[src/rtl/commit_trace_buffer.sv]
`default_nettype none
// ============================================================================
// Module   : commit_trace_buffer
// Brief    : Retired-instruction trace FIFO with commit counter, overflow and
//            control-flow discontinuity detection.
// Revision : 1.0 - initial release
// ============================================================================
module commit_trace_buffer #(
    parameter int DEPTH = 8
) (
    input  logic                     clk,
    input  logic                     rst,
    input  logic                     commit,
    input  logic [31:0]              commit_pc,
    input  logic [31:0]              commit_pre_pc,
    input  logic                     clear,
    input  logic                     trace_ready,
    output logic                     trace_valid,
    output logic [31:0]              trace_pc,
    output logic [31:0]              trace_next_pc,
    output logic [31:0]              trace_seq,
    output logic [31:0]              commit_cnt,
    output logic [$clog2(DEPTH):0]   fifo_level,
    output logic                     overflow,
    output logic                     flow_err,
    output logic [31:0]              flow_err_pc
);

    localparam int              AW     = $clog2(DEPTH);
    localparam int              LW     = AW + 1;
    localparam logic [LW-1:0]   C_FULL = LW'(DEPTH);

    logic [31:0]   r_mem_pc  [DEPTH];
    logic [31:0]   r_mem_npc [DEPTH];
    logic [31:0]   r_mem_seq [DEPTH];

    logic [AW-1:0] r_wr_ptr;
    logic [AW-1:0] r_rd_ptr;
    logic [LW-1:0] r_level;
    logic [31:0]   r_cnt;
    logic          r_overflow;
    logic          r_flow_err;
    logic [31:0]   r_flow_err_pc;
    logic [31:0]   r_exp_pc;
    logic          r_exp_valid;

    logic          w_full;
    logic          w_pop;
    logic          w_push;

    assign w_full = (r_level == C_FULL);
    assign w_pop  = (r_level != '0) && trace_ready;
    // A full FIFO still accepts a commit when the head leaves in the same cycle.
    assign w_push = commit && (!w_full || w_pop);

    // Storage carries no reset; validity is tracked entirely by the pointers.
    always_ff @(posedge clk) begin
        if (w_push) begin
            r_mem_pc[r_wr_ptr]  <= commit_pc;
            r_mem_npc[r_wr_ptr] <= commit_pre_pc;
            r_mem_seq[r_wr_ptr] <= r_cnt;
        end
    end

    always_ff @(posedge clk or negedge rst) begin
        if (!rst) begin
            r_wr_ptr <= '0;
            r_rd_ptr <= '0;
            r_level  <= '0;
            r_cnt    <= '0;
        end else begin
            if (w_push) begin
                r_wr_ptr <= r_wr_ptr + 1'b1;
            end
            if (w_pop) begin
                r_rd_ptr <= r_rd_ptr + 1'b1;
            end
            if (w_push && !w_pop) begin
                r_level <= r_level + 1'b1;
            end else if (w_pop && !w_push) begin
                r_level <= r_level - 1'b1;
            end
            if (commit) begin
                r_cnt <= r_cnt + 32'd1;
            end
        end
    end

    // Sticky status; clear wins over any flag set in the same cycle.
    always_ff @(posedge clk or negedge rst) begin
        if (!rst) begin
            r_overflow    <= 1'b0;
            r_flow_err    <= 1'b0;
            r_flow_err_pc <= '0;
            r_exp_pc      <= '0;
            r_exp_valid   <= 1'b0;
        end else if (clear) begin
            r_overflow    <= 1'b0;
            r_flow_err    <= 1'b0;
            r_flow_err_pc <= '0;
            r_exp_valid   <= commit;
            if (commit) begin
                r_exp_pc <= commit_pre_pc;
            end
        end else if (commit) begin
            r_exp_pc    <= commit_pre_pc;
            r_exp_valid <= 1'b1;
            if (w_full && !w_pop) begin
                r_overflow <= 1'b1;
            end
            if (r_exp_valid && (commit_pc != r_exp_pc) && !r_flow_err) begin
                r_flow_err    <= 1'b1;
                r_flow_err_pc <= commit_pc;
            end
        end
    end

    assign trace_valid   = (r_level != '0);
    assign trace_pc      = r_mem_pc[r_rd_ptr];
    assign trace_next_pc = r_mem_npc[r_rd_ptr];
    assign trace_seq     = r_mem_seq[r_rd_ptr];
    assign commit_cnt    = r_cnt;
    assign fifo_level    = r_level;
    assign overflow      = r_overflow;
    assign flow_err      = r_flow_err;
    assign flow_err_pc   = r_flow_err_pc;

endmodule
`default_nettype wire

[config.mk]
export PLATFORM = sky130hd
export DESIGN_NAME = commit_trace_buffer
export DESIGN_NICKNAME = d
export VERILOG_FILES = /design/src/rtl/commit_trace_buffer.sv
export SDC_FILE = /design/constraint.sdc
export NUM_CORES = 1
export LEC_CHECK = 0
export BUFFER_PORTS_ARGS = -buffer_cell sky130_fd_sc_hd__buf_2
export CORE_UTILIZATION = 54
export DETAILED_ROUTE_END_ITERATION = 8
export PLACE_DENSITY = 0.86
export SYNTH_ARGS = -nofsm -noshare
export SYNTH_HDL_FRONTEND = slang
export SYNTH_SLANG_ARGS = --single-unit
export TNS_END_PERCENT = 1
[constraint.sdc]
create_clock -name clk -period 8.3 [get_ports clk]
set_clock_uncertainty 0.2 [all_clocks]
set_input_delay 1.245 -clock clk [delete_from_list [all_inputs] [get_ports clk]]
set_output_delay 1.245 -clock clk [all_outputs]
set_load 0.005 [all_outputs]
==> results.md, run 1 <==
* Status: finished, final reports clean
* I/O Buffers at between 200 and 250
* Post-CTS Setup Repair Bufs at 0
* GRT Residual Overflow at 0
* Synthesized area at roughly 0.034 mm^2
* Pre-antenna DRT Iters at 6
* H-tree depth at 3
* Combinational share of power at between 20% and 30%
* Worst reg2reg path endpoint: r_mem_pc[3][16]
* Worst min path class: flip-flop to flip-flop
* Placed instance area at around 0.036 mm^2
* R2R setup slack at 4270 ps
* Worst VDD drop at around 0.26 mV
* Asr flop ratio synth at around 12%
* Layout cells sized above 1 at around two fifths
* Die area at around 0.064 mm^2
* Post-DP HPWL at about 44000 um
* Post-Syn Area per Cell at between 20 and 25 um^2
* Top FF cell, synth: edfxtp_1
* Finished Cell Area at 0.03881 mm^2
* CTS Buf Count at between 80 and 90
* CP startpoint: r_rd_ptr[1]
* Initial antenna violation count at 9
* Slew Limit Fails at 0
* # IOs at 236
* CTS tree: done
* Share of total power in sequential cells at between 40% and 50%
* Reg2reg start: fifo_level[0]
* First-pass GRT wire length at roughly 110000 um
* Final Power at about 13 mW
* CTS-repair resized insts at 0
* Row count at 91
* Via count at ~17000
* CP startpoint kind: flip-flop
* RSZ-0062 raised after global routing: no
* GRT Total Usage at between 20% and 30%
* Hold depth at 1
* Crit path DAT at ~3700 ps
* Commonest non-fill, non-tap cells in the layout: edfxtp_1 (768), buf_2 (234), mux4_2 (192)
* Leak at 13.23 nW
* Synth warn at 0
* Post-Syn Instances at ~1500
* Largest net degree at the start of global routing at around 110
* Worst reg-to-reg path cell count at 6
* Final period util at around 62%
* Nets at between 1500 and 2000
* Hold Fails Final Rpt at 0
* Die height at 252.0 um
* CP Buf/Inv Count at 2
* Setup violations, final at 0
* Setup CP Type: flip-flop to output pin
* Clock Tree Root: clkbuf_16
* Core Area at 0.06171 mm^2
* F_max at between 150 and 200 MHz
* Setup_tns at 0 ps
* Final ANT Viol Nets at 0
* Clock sinks at between 800 and 900
* Type of destination of the critical path: output pin
* Critical path's slowest cell: dfrtp_4
* Worst hold margin at roughly 290 ps
* Distinct cell type count after synthesis at 35
* Seq/Total Area, Yosys at about three quarters
* Die W at 252.0 um
* Drt total wl at about 79000 um
* CP required at 6860 ps
* Max cap viols at 0
* Critical path's largest stage delay at approximately 1000 ps
* Net Sw Frac at around 29%
* Cell Pwr Density at ~350 mW/mm^2
* Worst path depth at 4
* Starting density of the core at between 50% and 60%
* Clock Power Share at around 30%
* Wire length per cell at around 29 um
* Clock transition at path regs at approximately 60 ps
* Net Sw Power at 3.827 mW
* Commonest non-fill, non-tap cell in the layout: edfxtp_1
* Layout area overhead at 14.97%
* Number of flops mapped to enable cells by yosys at roughly 770
* Syn Nets at 1620
* Vias/cell at 6.166
* Initial drt markers at 1740
* Crit path to: trace_pc[14]
* Fill count at 3937
* Final min period at about 5100 ps
* Dpl ws at 3089 ps
* Max Buffers Root-to-Sink at 3
* Final setup margin at approximately 3200 ps
* CP cell instances: buf_4, mux4_2, mux2_2, buf_2
* Routability cong. at between 0.8 and 0.9
* Actual slew at the worst max-slew pin at 1285 ps
* Clock Latency Late Sink at about 630 ps
* CP delay by family, top: buffers and inverters
* Max-slew headroom at between 10% and 20%
* Remaining DRCs at 0
* Synth Register Bits at 877
* Vias in the first global route at roughly 17000
* Worst Path Max Fanout at between 70 and 80
* Int Pwr at between 9 and 10 mW
* Hold_buf cts at 0
-- cells by family after synthesis --
| group | Yosys count | synth area share [%] |
|---|---|---|
| flops | 877 | 76.40 |
| mux | 356 | 18.16 |
| simple gates | 151 | 2.179 |
| buf+inv | 75 | 0.9860 |
| xor+xnor | 71 | 1.842 |
| compound gates | 7 | 0.1482 |
| fa+ha+maj | 7 | 0.2817 |
-- stage by stage --
step	util (%)	std cells
floorplan	-	1544
global placement	58.22	2569
detailed placement	58.22	2569
CTS	62.87	2725
global route	62.88	2728
finish	62.89	2730
-- routing by layer --
metal	vias up	GRT usage (%)	wire (um)
met5	-	0	50
met1	8887	33.73	29840
met3	143	4.766	7018
met2	977	41.95	40650
li1	6818	-	-
met4	8	7.498	1733
-- worst min path at each step --
stage / startpoint / slack [ps] / end
2_1_floorplan: r_exp_valid / 250 / r_exp_valid
3_3_place_gp: r_exp_valid / 270 / r_exp_valid
3_5_place_dp: r_exp_valid / 280 / r_exp_valid
4_1_cts: r_exp_valid / 290 / r_exp_valid
5_1_grt: r_exp_valid / 320 / r_exp_valid
6_report: r_exp_valid / 290 / r_exp_valid
-- cell type report --
cell class                      instances  area (um^2)  area share [%]
Clock inverter                         41        501.7           1.293
Timing Repair Buffer                  257         1356           3.495
Sequential cell                       877        25800           66.48
Antenna cell                            5        12.51         0.03224
Clock buffer                          115         2366           6.096
Multi-Input combinational cell        592         7702           19.85
Inverter                                6        22.52         0.05803
Tap cell                              837         1047           2.698
-- synth_stat cells, types with 7 or more instances --
library cell / number / area (um^2)
and3_1: 7 / 43.79
buf_1: 8 / 30.03
buf_2: 23 / 115.1
clkbuf_1: 35 / 131.4
dfrtp_1: 109 / 2728
edfxtp_1: 768 / 23060
mux2_2: 132 / 1486
mux2i_1: 32 / 320.3
mux4_2: 192 / 4324
nand2_1: 82 / 307.8
nand3_1: 10 / 50.05
nand4_1: 14 / 87.58
nor2_1: 15 / 56.30
xnor2_1: 60 / 525.5
xor2_1: 11 / 96.34
-- power by group through the flow --
stage | combinational (mW) | sequential, mW | clock, mW
4_1_cts | 3.57 | 5.95 | 4.00
2_1_floorplan | 2.36 | 5.81 | 0
5_1_grt | 3.72 | 6.00 | 4.16
6_report | 3.51 | 5.95 | 3.96
3_5_place_dp | 3.51 | 6.01 | 0
3_3_place_gp | 3.45 | 5.95 | 0
-- state kept, by name, indices dropped and copies added, names as in the netlist --
name,flops
commit_cnt,32
r_mem_seq,256
overflow,1
r_mem_npc,256
flow_err_pc,32
flow_err,1
fifo_level,4
r_exp_pc,32
r_rd_ptr,3
r_mem_pc,256
r_exp_valid,1
r_wr_ptr,3
(Power assumes the default switching activity.)
==> inputs of run 2 (changes only) <==
clock period = 4.2 ns   (was 8.3 ns; I/O delays follow)
==> results.md, run 2 (synthesized netlist as in run 1, its figures left out) <==
* Status: finished, final reports clean (unchanged)
* Slew Limit Fails at 0 (unchanged)
* Net Sw Power at 7.458 mW (was 3.827 mW)
* Max cap viols at 0 (unchanged)
* Remaining DRCs at 0 (unchanged)
* Clock Latency Late Sink at 640 ps (was 630 ps)
* Commonest non-fill, non-tap cells in the layout: edfxtp_1 (768), buf_2 (234), mux4_2 (192) (unchanged)
* Initial drt markers at 1550 (was 1740)
* CP startpoint kind: flip-flop (unchanged)
* CTS tree: done (unchanged)
* H-tree depth at 3 (unchanged)
* Starting density of the core at 54.70% (unchanged)
* F_max at 269.7 MHz
* # IOs at 236 (unchanged)
* Hold Fails Final Rpt at 0 (unchanged)
* Hold path startpoint: trace_ready (was r_exp_valid)
* Commonest non-fill, non-tap cell in the layout: edfxtp_1 (unchanged)
* Final setup margin at 491.8 ps (was 3159 ps)
* Vias in the first global route at 17209 (was 17358)
* Final Power at 26.47 mW (was 13.43 mW)
* CTS-repair resized insts at 0 (unchanged)
* Share of total power in sequential cells at 43.4% (was 44.3%)
* Initial antenna violation count at 10 (was 9)
* Final min period at between 3000 and 4000 ps
* Net Sw Frac at 28.17% (was 28.51%)
* Wire length per cell at 27.34 um (was 29.05 um)
* Clock transition at path regs at 60 ps (about the same)
* Nets at 1910 (was 1895)
* Die height at 252.0 um (unchanged)
* Combinational share of power at 26.9% (was 26.1%)
* Clock Tree Root: clkbuf_16 (unchanged)
* Top flop regs: r_mem_npc (256), r_mem_pc (256), r_mem_seq (256) (unchanged)
* Reg2reg start: fifo_level[0] (unchanged)
* Max Buffers Root-to-Sink at 3 (unchanged)
* GRT Total Usage at 24.12% (was 25.06%)
* Dpl ws at 1105 ps (was 3089 ps)
* Clock sinks at 877 (unchanged)
* Setup violations, final at 0 (unchanged)
* GRT Residual Overflow at 0 (unchanged)
* CP required at 3370 ps (was 6860 ps)
* Clock Power Share at 29.6% (was 29.5%)
* CP startpoint: r_rd_ptr[0] (was r_rd_ptr[1])
* Post-DP HPWL at 42520 um (was 44220 um)
* Max-slew headroom at 23.67% (was 14.32%)
* Drt total wl at 75140 um (was 79290 um)
* Setup CP Type: flip-flop to output pin (unchanged)
* Int Pwr at 19.01 mW (was 9.598 mW)
* Actual slew at the worst max-slew pin at 1143 ps (was 1285 ps)
* Via count at 16532 (was 16833)
* Layout cells sized above 1 at 38.98% (was 38.29%)
* RSZ-0062 raised after global routing: no (unchanged)
* Die area at 0.06351 mm^2 (unchanged)
* Post-layout util at 63.46% (was 62.89%)
* Core Area at 0.06171 mm^2 (unchanged)
* Pre-antenna DRT Iters at 5 (was 6)
* CTS Buf Count at 89 (was 85)
* I/O Buffers at 235 (unchanged)
* Final ANT Viol Nets at 0 (unchanged)
* Worst Path Max Fanout at 34 (was 77)
* Layout area overhead at 16.02% (was 14.97%)
* Worst min path class: primary input to flip-flop (was flip-flop to flip-flop)
* Type of destination of the critical path: output pin (unchanged)
* Cell Pwr Density at 675.9 mW/mm^2 (was 345.9 mW/mm^2)
* Fill count at 4105 (was 3937)
* Worst VDD drop at 0.5712 mV (was 0.2569 mV)
* Row count at 91 (unchanged)
* Die W at 252.0 um (unchanged)
* Largest net degree at the start of global routing at 87 (was 107)
* Crit path DAT at 2880 ps (was 3700 ps)
* Vias/cell at 6.016 (was 6.166)
* Final period util at between 80% and 90%
* Leak at 13.37 nW (was 13.23 nW)
* Routability cong. at 0.7943 (was 0.8057)
* First-pass GRT wire length at 110400 um (was 114600 um)
==> run 2: final cells by class <==
class,instances,area [um^2],share of cell area [%]
multi-input combinational,592,7709,19.68
clock buffer,121,2521,6.437
antenna,5,12.51,0.03195
timing repair buffer,268,1642,4.191
inverter,6,22.52,0.05750
sequential,877,25800,65.88
clock inverter,42,410.4,1.048
tap,837,1047,2.674
==> run 2: per-stage QoR <==
stage	hold WS, ps	TNS [ps]	area, um^2	cells
finish	76.50	0	39170	2748
global route	56.69	0	39160	2745
CTS	39.76	0	39150	2743
detailed placement	277.8	0	36210	2579
global placement	267.1	0	36210	2579
floorplan	134.4	-258820	33790	1544
==> run 2: what timing repair did <==
| item | 4_1_cts | 5_1_grt |
|---|---|---|
| hold buffers | 1 | 0 |
| setup buffers | 0 | 0 |
| hold endpoints to repair | 58 | 0 |
==> run 2: critical path: stages, from the launching register on <==
cell and delay, ps:
dfrtp_4 560, buf_4 610, mux4_2 600, mux2_2 320
buf_2 140
==> run 2: worst paths after layout <==
path	endpoint	slack [ps]	cells after the start
setup / recovery	trace_seq[13]	490	4
hold / removal	r_rd_ptr[2]	80	3
setup reg to reg	fifo_level[3]	1220	11
hold reg to reg	r_exp_valid	300	1
max in group asynchronous	r_rd_ptr[1]	2350	3
min in group asynchronous	commit_cnt[10]	440	2
==> run 2: layer usage <==
metal | track usage, % | vias to the layer above | wire, um | share of wire, %
met2 | 38.71 | 739 | 37360 | 50
met4 | 7.550 | 12 | 1848 | 2.5
met3 | 6.541 | 147 | 6361 | 8.5
met5 | 0 | - | 90 | 0.12
li1 | - | 6877 | - | -
met1 | 32.48 | 8757 | 29480 | 39
==> run 2: power by group through the flow <==
| stage | combinational [mW] | clock, mW | sequential [mW] |
|---|---|---|---|
| floorplan | 4.68 | 0 | 11.4 |
| global placement | 7.06 | 0 | 11.6 |
| detailed placement | 7.18 | 0 | 11.7 |
| CTS | 7.28 | 7.97 | 11.5 |
| global route | 7.61 | 8.29 | 11.6 |
| finish | 7.12 | 7.85 | 11.5 |
==> inputs of run 3 (changes only) <==
GPL_TIMING_DRIVEN = 0   (was not set)
SLEW_MARGIN = 25   (was not set)
==> results.md, run 3 (synthesized netlist as in run 1, its figures left out) <==
* Status: finished, final reports clean (unchanged)
* Drt total wl at 79410 um (was 75140 um)
* Clock Tree Root: clkbuf_16 (unchanged)
* Top flop regs: r_mem_npc (256), r_mem_pc (256), r_mem_seq (256) (unchanged)
* First-pass GRT wire length at 115600 um (was 110400 um)
* Pre-antenna DRT Iters at 7 (was 5)
* Die W at 252.0 um (unchanged)
* Type of destination of the critical path: output pin (unchanged)
* Initial antenna violation count at 7 (was 10)
* Routability cong. at 0.8026 (was 0.7943)
* Actual slew at the worst max-slew pin at 919.4 ps (was 1143 ps)
* Clock transition at path regs at 60 ps (about the same)
* GRT Residual Overflow at 0 (unchanged)
* Leak at 13.77 nW (was 13.37 nW)
* GRT Total Usage at 25.41% (was 24.12%)
* Nets at 1997 (was 1910)
* CTS Buf Count at 87 (was 89)
* Post-layout util at 64.84% (was 63.46%)
* CTS tree: done (unchanged)
* H-tree depth at 3 (unchanged)
* Crit path DAT at 3160 ps (was 2880 ps)
* Post-CTS Setup Repair Bufs at 0 (unchanged)
* Starting density of the core at 54.70% (unchanged)
* DP Cell Count at 2668 (was 2579)
* # IOs at 236 (unchanged)
* Worst Path Max Fanout at 10 (was 34)
* CP startpoint kind: flip-flop (unchanged)
* Hold Fails Final Rpt at 0 (unchanged)
* Max cap viols at 0 (unchanged)
* Cell Pwr Density at 671.8 mW/mm^2 (was 675.9 mW/mm^2)
* Die area at 0.06351 mm^2 (unchanged)
* Final min period at 3988 ps (was 3708 ps)
* Max-slew headroom at 38.70% (was 23.67%)
* Final period util at 94.95% (was 88.29%)
* Die height at 252.0 um (unchanged)
* Layout cells sized above 1 at 39.90% (was 38.98%)
* Layout area overhead at 18.54% (was 16.02%)
* Row count at 91 (unchanged)
* Placed instance area at 0.03713 mm^2 (was 0.03621 mm^2)
* I/O Buffers at 235 (unchanged)
* F_max at 250.8 MHz (was 269.7 MHz)
* Setup CP Type: flip-flop to output pin (unchanged)
* Initial drt markers at 1835 (was 1550)
* Clock Latency Late Sink at 630 ps (was 640 ps)
* Remaining DRCs at 0 (unchanged)
* Commonest non-fill, non-tap cell in the layout: edfxtp_1 (unchanged)
* Post-DP HPWL at 51480 um (was 42520 um)
* Largest net degree at the start of global routing at 71 (was 87)
* Setup violations, final at 0 (unchanged)
* Final ANT Viol Nets at 0 (unchanged)
* Slew Limit Fails at 0 (unchanged)
* Worst hold margin at 91.91 ps (was 76.50 ps)
* Max Buffers Root-to-Sink at 3 (unchanged)
* Vias in the first global route at 17789 (was 17209)
* Worst min path class: primary input to flip-flop (unchanged)
* RSZ-0062 raised after global routing: no (unchanged)
* Wire length per cell at 28.01 um (was 27.34 um)
* Commonest non-fill, non-tap cells in the layout: edfxtp_1 (768), buf_2 (257), mux4_2 (192) (was edfxtp_1 (768), buf_2 (234), mux4_2 (192))
* Finished Cell Area at 0.04001 mm^2 (was 0.03917 mm^2)
* Via count at 17136 (was 16532)
* CP required at 3370 ps (about the same)
* Final std cells w/o fill at 2835 (was 2748)
* Vias/cell at 6.044 (was 6.016)
* Clock sinks at 877 (unchanged)
* Core Area at 0.06171 mm^2 (unchanged)
* Worst VDD drop at 0.4985 mV (was 0.5712 mV)
==> run 3: cell types whose count changed in the layout (fill, tap and decap cells not counted), sizes merged <==
cell / previous run / this run
clkinvlp: 3 / 7
buf: 267 / 321
clkbuf: 121 / 153
clkinv: 29 / 30
diode: 5 / 3
inv: 10 / 8
==> run 3: cell type report <==
type	instances	area (um^2)
diodes	3	7.507
plain buffers	69	312.8
clock buffers	118	2447
clock inverters	45	419.2
fillers	3918	21700
inverters	6	22.52
multi-input cells	592	7701
flip-flops and latches	877	25790
well taps	837	1047
repair buffers	288	2266
==> run 3: critical path, stage by stage (launching register included) <==
cell,delay (ps)
dfrtp_1,490
clkbuf_2,500
buf_1,660
mux4_2,410
mux2_2,310
buf_2,140
==> run 3: path summary, 6_finish.rpt <==
| path | start | to | slack [ps] | cells past startpoint |
|---|---|---|---|---|
| max | r_rd_ptr[1] | trace_next_pc[19] | 210 | 5 |
| min | clear | overflow | 90 | 2 |
| max reg2reg | fifo_level[0] | r_mem_pc[0][0] | 500 | 11 |
| min reg2reg | r_exp_valid | r_exp_valid | 290 | 1 |
| max in group asynchronous | rst | flow_err_pc[15] | 2760 | 3 |
| min in group asynchronous | rst | commit_cnt[15] | 300 | 2 |
==> run 3: layer usage <==
metal,GRT usage (%),part of all wire (%),vias up
met4,8.433,2.9,12
met3,6.861,9.4,171
met5,0,0.11,-
li1,-,-,7056
met1,33.11,37,9016
met2,41.76,50,881
==> run 3: timing repair <==
action	in CTS	in global routing
setup endpoints to repair	96	0
gates resized for setup	2	0
endpoints found under the hold margin	39	0
hold buffers	1	0
==> run 3: metrics by stage <==
step	power (mW)	worst slack (ps)	TNS, ps
after floorplan	16.09	-1462	-258820
after global placement	18.79	-5054	-2334530
after detailed placement	19.37	379.3	0
after CTS	27.10	162.1	0
after global routing	27.86	106.4	0
final	26.88	212.0	0
==> run 3: power breakdown <==
part / total (mW) / leakage (nW) / internal (mW) / switching [mW]
sequential: 11.3 / 8.28 / 10.8 / 0.479
clock: 7.72 / 1.41 / 4.48 / 3.24
combinational: 7.84 / 4.08 / 3.85 / 3.99
